<file path="src/rtl/dpu_arb_pkg.sv">
// Shared definitions for the DPU command-port arbiter: FSM states,
// core command-type encodings and the grant-index width helper.
package dpu_arb_pkg;

    typedef enum logic [1:0] {
        IDLE,
        GRANT,
        WAIT_RSP
    } arb_state_t;

    // Command-type encodings understood by the DPU core.
    localparam logic [2:0] CMD_NOP = 3'd0;
    localparam logic [2:0] CMD_WR  = 3'd1;
    localparam logic [2:0] CMD_RD  = 3'd2;

    // Width of an index into n requesters; never narrower than one bit.
    function automatic int idx_width(input int n);
        return (n > 1) ? $clog2(n) : 1;
    endfunction

endpackage

</file>
<file path="src/rtl/dpu_rr_picker.sv">
// Rotating priority encoder: returns the first set request at or after ptr,
// wrapping around the vector.
module dpu_rr_picker
    import dpu_arb_pkg::*;
#(
    parameter  int NUM_REQ = 3,
    localparam int IW      = idx_width(NUM_REQ)
) (
    input  logic [NUM_REQ-1:0] req,
    input  logic [IW-1:0]      ptr,
    output logic               found,
    output logic [IW-1:0]      idx
);

    logic [IW-1:0] cand;

    always_comb begin
        // NOTE: every output and temporary gets a default before the loop so
        // no path leaves a value unassigned, which would infer a latch.
        found = 1'b0;
        idx   = '0;
        cand  = '0;
        for (int i = 0; i < NUM_REQ; i++) begin
            cand = IW'((int'(ptr) + i) % NUM_REQ);
            if (!found && req[cand]) begin
                found = 1'b1;
                idx   = cand;
            end
        end
    end

endmodule

</file>
<file path="src/rtl/dpu_cmd_arbiter.sv">
// Round-robin arbiter sharing the DPU core's byte-wide PIO command port
// between requesters, with read-response routing, burst lock and read timeout.
module dpu_cmd_arbiter
    import dpu_arb_pkg::*;
#(
    parameter  int         NUM_REQ     = 3,
    parameter  int         ADDR_BITS   = 24,
    parameter  logic [2:0] RD_CMD      = CMD_RD,
    parameter  int         RSP_TIMEOUT = 255,
    localparam int         IW          = idx_width(NUM_REQ)
) (
    input  logic                              aclk,
    input  logic                              aresetn,
    input  logic [NUM_REQ-1:0]                req_valid,
    output logic [NUM_REQ-1:0]                req_ready,
    input  logic [NUM_REQ-1:0]                req_lock,
    input  logic [NUM_REQ-1:0][2:0]           req_type,
    input  logic [NUM_REQ-1:0][ADDR_BITS-1:0] req_addr,
    input  logic [NUM_REQ-1:0][7:0]           req_data,
    output logic [NUM_REQ-1:0]                rsp_valid,
    output logic [7:0]                        rsp_data,
    output logic                              m_cmd_valid,
    input  logic                              m_cmd_ready,
    output logic [2:0]                        m_cmd_type,
    output logic [ADDR_BITS-1:0]              m_cmd_addr,
    output logic [7:0]                        m_cmd_data,
    input  logic                              m_rsp_valid,
    input  logic [7:0]                        m_rsp_data,
    output logic [IW-1:0]                     grant_id,
    output logic                              arb_busy,
    output logic                              timeout_err
);

    localparam int            TW         = (RSP_TIMEOUT > 1) ? $clog2(RSP_TIMEOUT) : 1;
    localparam logic [TW-1:0] TIMER_LAST = TW'(RSP_TIMEOUT - 1);

    arb_state_t    state;
    logic [IW-1:0] ptr;
    logic [TW-1:0] timer;

    logic          pick_found;
    logic [IW-1:0] pick_idx;
    logic          in_grant;
    logic          in_wait;
    logic          own_valid;
    logic          own_lock;
    logic          own_rd;
    logic          cmd_hs;
    logic          rsp_hit;

    function automatic logic [IW-1:0] wrap_inc(input logic [IW-1:0] i);
        return (int'(i) == NUM_REQ - 1) ? '0 : i + 1'b1;
    endfunction

    dpu_rr_picker #(
        .NUM_REQ (NUM_REQ)
    ) u_picker (
        .req   (req_valid),
        .ptr   (ptr),
        .found (pick_found),
        .idx   (pick_idx)
    );

    assign in_grant  = (state == GRANT);
    assign in_wait   = (state == WAIT_RSP);
    assign own_valid = req_valid[grant_id];
    assign own_lock  = req_lock[grant_id];
    assign own_rd    = (req_type[grant_id] == RD_CMD);

    assign m_cmd_valid = in_grant & own_valid;
    assign cmd_hs      = m_cmd_valid & m_cmd_ready;
    assign rsp_hit     = in_wait & m_rsp_valid;

    // A response arriving on the expiry cycle still counts, so it masks the timeout.
    assign timeout_err = in_wait & ~m_rsp_valid & (timer == TIMER_LAST);
    assign arb_busy    = (state != IDLE);
    assign rsp_data    = rsp_hit ? m_rsp_data : 8'h00;

    // Payload and ready are steered from the owner only while granted, so an
    // idle or waiting arbiter presents an all-zero command port.
    always_comb begin
        req_ready  = '0;
        rsp_valid  = '0;
        m_cmd_type = '0;
        m_cmd_addr = '0;
        m_cmd_data = '0;
        if (in_grant) begin
            req_ready[grant_id] = m_cmd_ready;
            m_cmd_type          = req_type[grant_id];
            m_cmd_addr          = req_addr[grant_id];
            m_cmd_data          = req_data[grant_id];
        end
        if (rsp_hit) begin
            rsp_valid[grant_id] = 1'b1;
        end
    end

    always_ff @(posedge aclk or negedge aresetn) begin
        if (!aresetn) begin
            state    <= IDLE;
            grant_id <= '0;
            ptr      <= '0;
            timer    <= '0;
        end else begin
            // NOTE: state registers use non-blocking assignments so every flop
            // samples pre-edge values regardless of statement order.
            case (state)
                IDLE: begin
                    if (pick_found) begin
                        grant_id <= pick_idx;
                        state    <= GRANT;
                    end
                end
                GRANT: begin
                    if (cmd_hs) begin
                        if (own_rd) begin
                            state <= WAIT_RSP;
                            timer <= '0;
                        end else if (!own_lock) begin
                            state <= IDLE;
                            ptr   <= wrap_inc(grant_id);
                        end
                    end else if (!own_valid && !own_lock) begin
                        state <= IDLE;
                        ptr   <= wrap_inc(grant_id);
                    end
                end
                WAIT_RSP: begin
                    if (m_rsp_valid) begin
                        if (own_lock) begin
                            state <= GRANT;
                        end else begin
                            state <= IDLE;
                            ptr   <= wrap_inc(grant_id);
                        end
                    end else if (timer == TIMER_LAST) begin
                        state <= IDLE;
                        ptr   <= wrap_inc(grant_id);
                    end else begin
                        timer <= timer + 1'b1;
                    end
                end
                default: state <= IDLE;
            endcase
        end
    end

endmodule

</file>
<file path="config.mk">
export PLATFORM = sky130hd
export DESIGN_NAME = dpu_cmd_arbiter
export DESIGN_NICKNAME = d
export VERILOG_FILES = /design/src/rtl/dpu_arb_pkg.sv /design/src/rtl/dpu_rr_picker.sv /design/src/rtl/dpu_cmd_arbiter.sv
export SDC_FILE = /design/constraint.sdc
export NUM_CORES = 1
export LEC_CHECK = 0
export ABC_AREA = 0
export CAP_MARGIN = 20
export CELL_PAD_IN_SITES_DETAIL_PLACEMENT = 1
export CELL_PAD_IN_SITES_GLOBAL_PLACEMENT = 1
export CORE_UTILIZATION = 23
export CTS_BUF_LIST = sky130_fd_sc_hd__clkbuf_16
export CTS_CLUSTER_SIZE = 24
export DETAILED_ROUTE_END_ITERATION = 12
export PLACE_DENSITY = 0.88
export SETUP_SLACK_MARGIN = 0.05
export SLEW_MARGIN = 20
export SYNTH_ARGS = -nofsm -noshare
export SYNTH_HDL_FRONTEND = slang
export SYNTH_SLANG_ARGS = --single-unit
</file>
<file path="constraint.sdc">
create_clock -name aclk -period 7.2 [get_ports aclk]
set_clock_uncertainty 0.1 [all_clocks]
set_input_delay 1.44 -clock aclk [delete_from_list [all_inputs] [get_ports aclk]]
set_output_delay 1.44 -clock aclk [all_outputs]
set_load 0.01 [all_outputs]
</file>
==> impl_metrics.csv <==
group,metric,value,unit
clock_tree,clk_path_buf_depth,2,
place,hpwl,7.68,mm
timing,finalSetupViolations,0,
final_layout,nNetsFinal,607,
timing,hold_viol,0,
clock_tree,ctsRootBufferMaster,"clkbuf_16",
timing,period_share,0.674,
yosys,yosys-top-cells-area,"mux2i_1 19%, dfrtp_1 16%, nor2_1 13%",
yosys,ys_ff_latch,14,
grt,first_global_vias,3262,
worst_setup_path,end_kind,"output port",
clock_tree,clock_sinks,14,
floorplanning,core_area,8850,sq um
worst_hold_path,hp-start,"ptr[1]",
yosys,synth.distinct_cells,45,
place,dp_slack,2.39,ns
worst_hold_path,hold_depth,2,
pwr,cellPowerDensity,294,nW/um^2
clock_tree,numCtsBuffers,3,
timing,drv_slew,0,
grt,top_usage_layer,"met2",
worst_setup_path,rr_endpoint,"timer[6]",
place,place_congestion,0.792,
detailed_routing,dr.pass1.iters,8,
timing,rsz0062_at_grt,"false",
worst_setup_path,reg2reg_depth,6,
worst_setup_path,ff2ff_setup_slack,3.50,ns
detailed_routing,wl,9.84,mm
grt,grt_pass1_wl,16.0,mm
yosys,ys_seq_area_frac,0.165,
timing,min_period,4.85,ns
floorplanning,die_area,9640,sq um
clock_tree,insertion_delay,0.24,ns
grt,use_met3,0.0480,
yosys,synth_area_per_cell,6.80,sq um
timing,clock.fmax,0.206,GHz
timing,relSlewSlack,0.357,
worst_setup_path,worstReg2RegStart,"grant_id[0]",
run_status,violations,"DRC",
floorplanning,io_pins,177,
floorplanning,rows,34,
yosys,synthCells,313,
pwr,p_leak,1.61,nW
worst_setup_path,cp_data_arrival_time,3.31,ns
floorplanning,die_w,98.2,um
place,port_buffers,176,
grt,grt_max_degree,49,
detailed_routing,vias,2970,
grt,use_met1,0.220,
clock_tree,htree_levels,1,
detailed_routing,ant_nets,0,
worst_setup_path,critPathMaxFanout,12,
worst_hold_path,hp-class,"flip-flop to flip-flop",
clock_tree,ctsHoldBuffers,0,
place,place_inst,578,
worst_setup_path,path_class,"primary input to output port",
detailed_routing,wl_per_cell,16.8,um
yosys,synth_top_area_frac,0.188,
run_status,run_status,"finished with violations",
yosys,synthesis.area,2130,sq um
pwr,peakVddDrop,0.209,mV
timing,tightest_slew,0.962,ns
clock_tree,postCtsSetupRepairBufs,0,
grt,grt_antenna_before_repair,2,
clock_tree,cts_tree,"built",
final_layout,area_growth,90.7,%
final_layout,instances_no_fill,584,
clock_tree,cts-resized-gates,0,
yosys,syn-num-nets,445,
worst_setup_path,worstSetupStartpointType,"primary input",
detailed_routing,via_per_inst,5.09,
detailed_routing,drt_iter0_drc,62,
yosys,yosys.area.top_type,"mux2i_1",
worst_setup_path,required,5.66,ns
floorplanning,die_h,98.2,um
timing,fin_tns_setup,0,ns
final_layout,layout-drive-gt1-share,0.0316,
grt,grt-ovfl-total,0,
timing,setup_slack,2.35,ns
yosys,ys_warn_count,0,
clock_tree,clkTransAtPathRegs,0.05,ns
grt,grt_usage,0.205,
worst_hold_path,min_to,"ptr[1]",
detailed_routing,drc_errors,8,
grt,met2_usage,0.384,
flow_run,cap_violations,0,
floorplanning,initial_core_util,0.241,
==> critical path, stage by stage <==
cell and delay [ns]:
clkdlybuf4s50_1 0.56, nand2b_1 0.25, nor4_1 0.44, clkdlybuf4s50_1 0.62
==> final cells by class <==
type                       instances  area [sq um]
clock inverter                     1          3.75
antenna                            2          5.00
inverter                          13          48.8
fill                            1086          4790
multi-input combinational        265          1640
clock buffer                       3          75.1
sequential                        14           353
tap                              108           135
timing repair buffer             178          1800
==> power breakdown <==
part	switching (mW)	total [mW]	internal, mW
combinational	0.474	0.937	0.462
clock	0.0329	0.106	0.0735
sequential	0.0573	0.152	0.0945
==> synth_stat cells, drive strengths merged <==
master,n
nand2b,4
o2bb2ai,2
o22ai,2
nor4,1
o22a,1
nor3,4
or3,1
a211o,3
nor2b,3
mux2i,40
nand4b,1
ha,9
nand3b,3
a32o,1
nand3,12
clkinv,1
o221ai,1
buf,8
a2bb2oi,2
and2,2
a21o,2
o32ai,1
mux2,2
nand2,19
inv,12
o21ai,14
a311oi,1
dfrtp,14
o21a,1
a31oi,1
a21oi,39
or2,3
a2111oi,2
a22oi,1
clkbuf,13
nand4,1
nor2,72
and3,10
o31ai,1
or4b,3
==> metal layers <==
metal / vias to the layer above / wire (um)
li1: 1428 / -
met1: 1391 / 3650
met2: 131 / 5090
met3: 20 / 790
met4: 0 / 312
met5: - / 0
==> logic make-up (layout without fill, tap and decap cells) <==
group / after synthesis / after routing / synth area share
compound gates: 75 / 75 / 0.216
fa+ha+maj: 9 / 9 / 0.0529
buf+inv: 34 / 195 / 0.0664
flops: 14 / 14 / 0.165
mux: 42 / 42 / 0.199
other cells: 0 / 2 / 0
simple gates: 139 / 139 / 0.302
==> state kept, by name (all words and copies together) (netlist names) <==
name and flops:
timer 8, grant_id 2, ptr 2, state 2
==> how the worst max path moves through the flow <==
stage / end / slack, ns / depth (start not counted) / start
3_5_place_dp: timeout_err / 2.39 / 4 / m_rsp_valid
4_1_cts: timeout_err / 2.37 / 4 / m_rsp_valid
6_report: timeout_err / 2.35 / 4 / m_rsp_valid
2_1_floorplan: timeout_err / 3.61 / 2 / m_rsp_valid
3_3_place_gp: timeout_err / 2.39 / 4 / m_rsp_valid
5_1_grt: m_cmd_type[0] / 2.23 / 4 / grant_id[0]
==> cell usage in the layout, fill, tap and decap left out, drive strengths merged, types with 2 or more instances in the layout <==
| cell type | count |
|---|---|
| a2bb2oi | 2 |
| diode | 2 |
| clkdlybuf4s50 | 176 |
| and2 | 2 |
| nor3 | 4 |
| buf | 2 |
| dfrtp | 14 |
| nand3b | 3 |
| o2bb2ai | 2 |
| o22ai | 2 |
| a211o | 3 |
| nand2 | 19 |
| inv | 13 |
| nor2 | 72 |
| nand2b | 4 |
| nor2b | 3 |
| a2111oi | 2 |
| mux2 | 2 |
| clkbuf | 3 |
| a21oi | 39 |
| mux2i | 40 |
| or2 | 3 |
| and3 | 10 |
| ha | 9 |
| or4b | 3 |
| a21o | 2 |
| o21ai | 14 |
| nand3 | 12 |
==> per-stage QoR <==
step / hold slack [ns] / instance area (sq um) / utilization / total power, mW
floorplan: 0.392 / 2130 / - / 0.657
global placement: 0.418 / 3950 / 0.446 / 1.04
detailed placement: 0.435 / 3980 / 0.449 / 1.10
CTS: 0.443 / 4050 / 0.458 / 1.21
global route: 0.493 / 4060 / 0.459 / 1.29
finish: 0.451 / 4060 / 0.459 / 1.19
(Power assumes the default switching activity.)
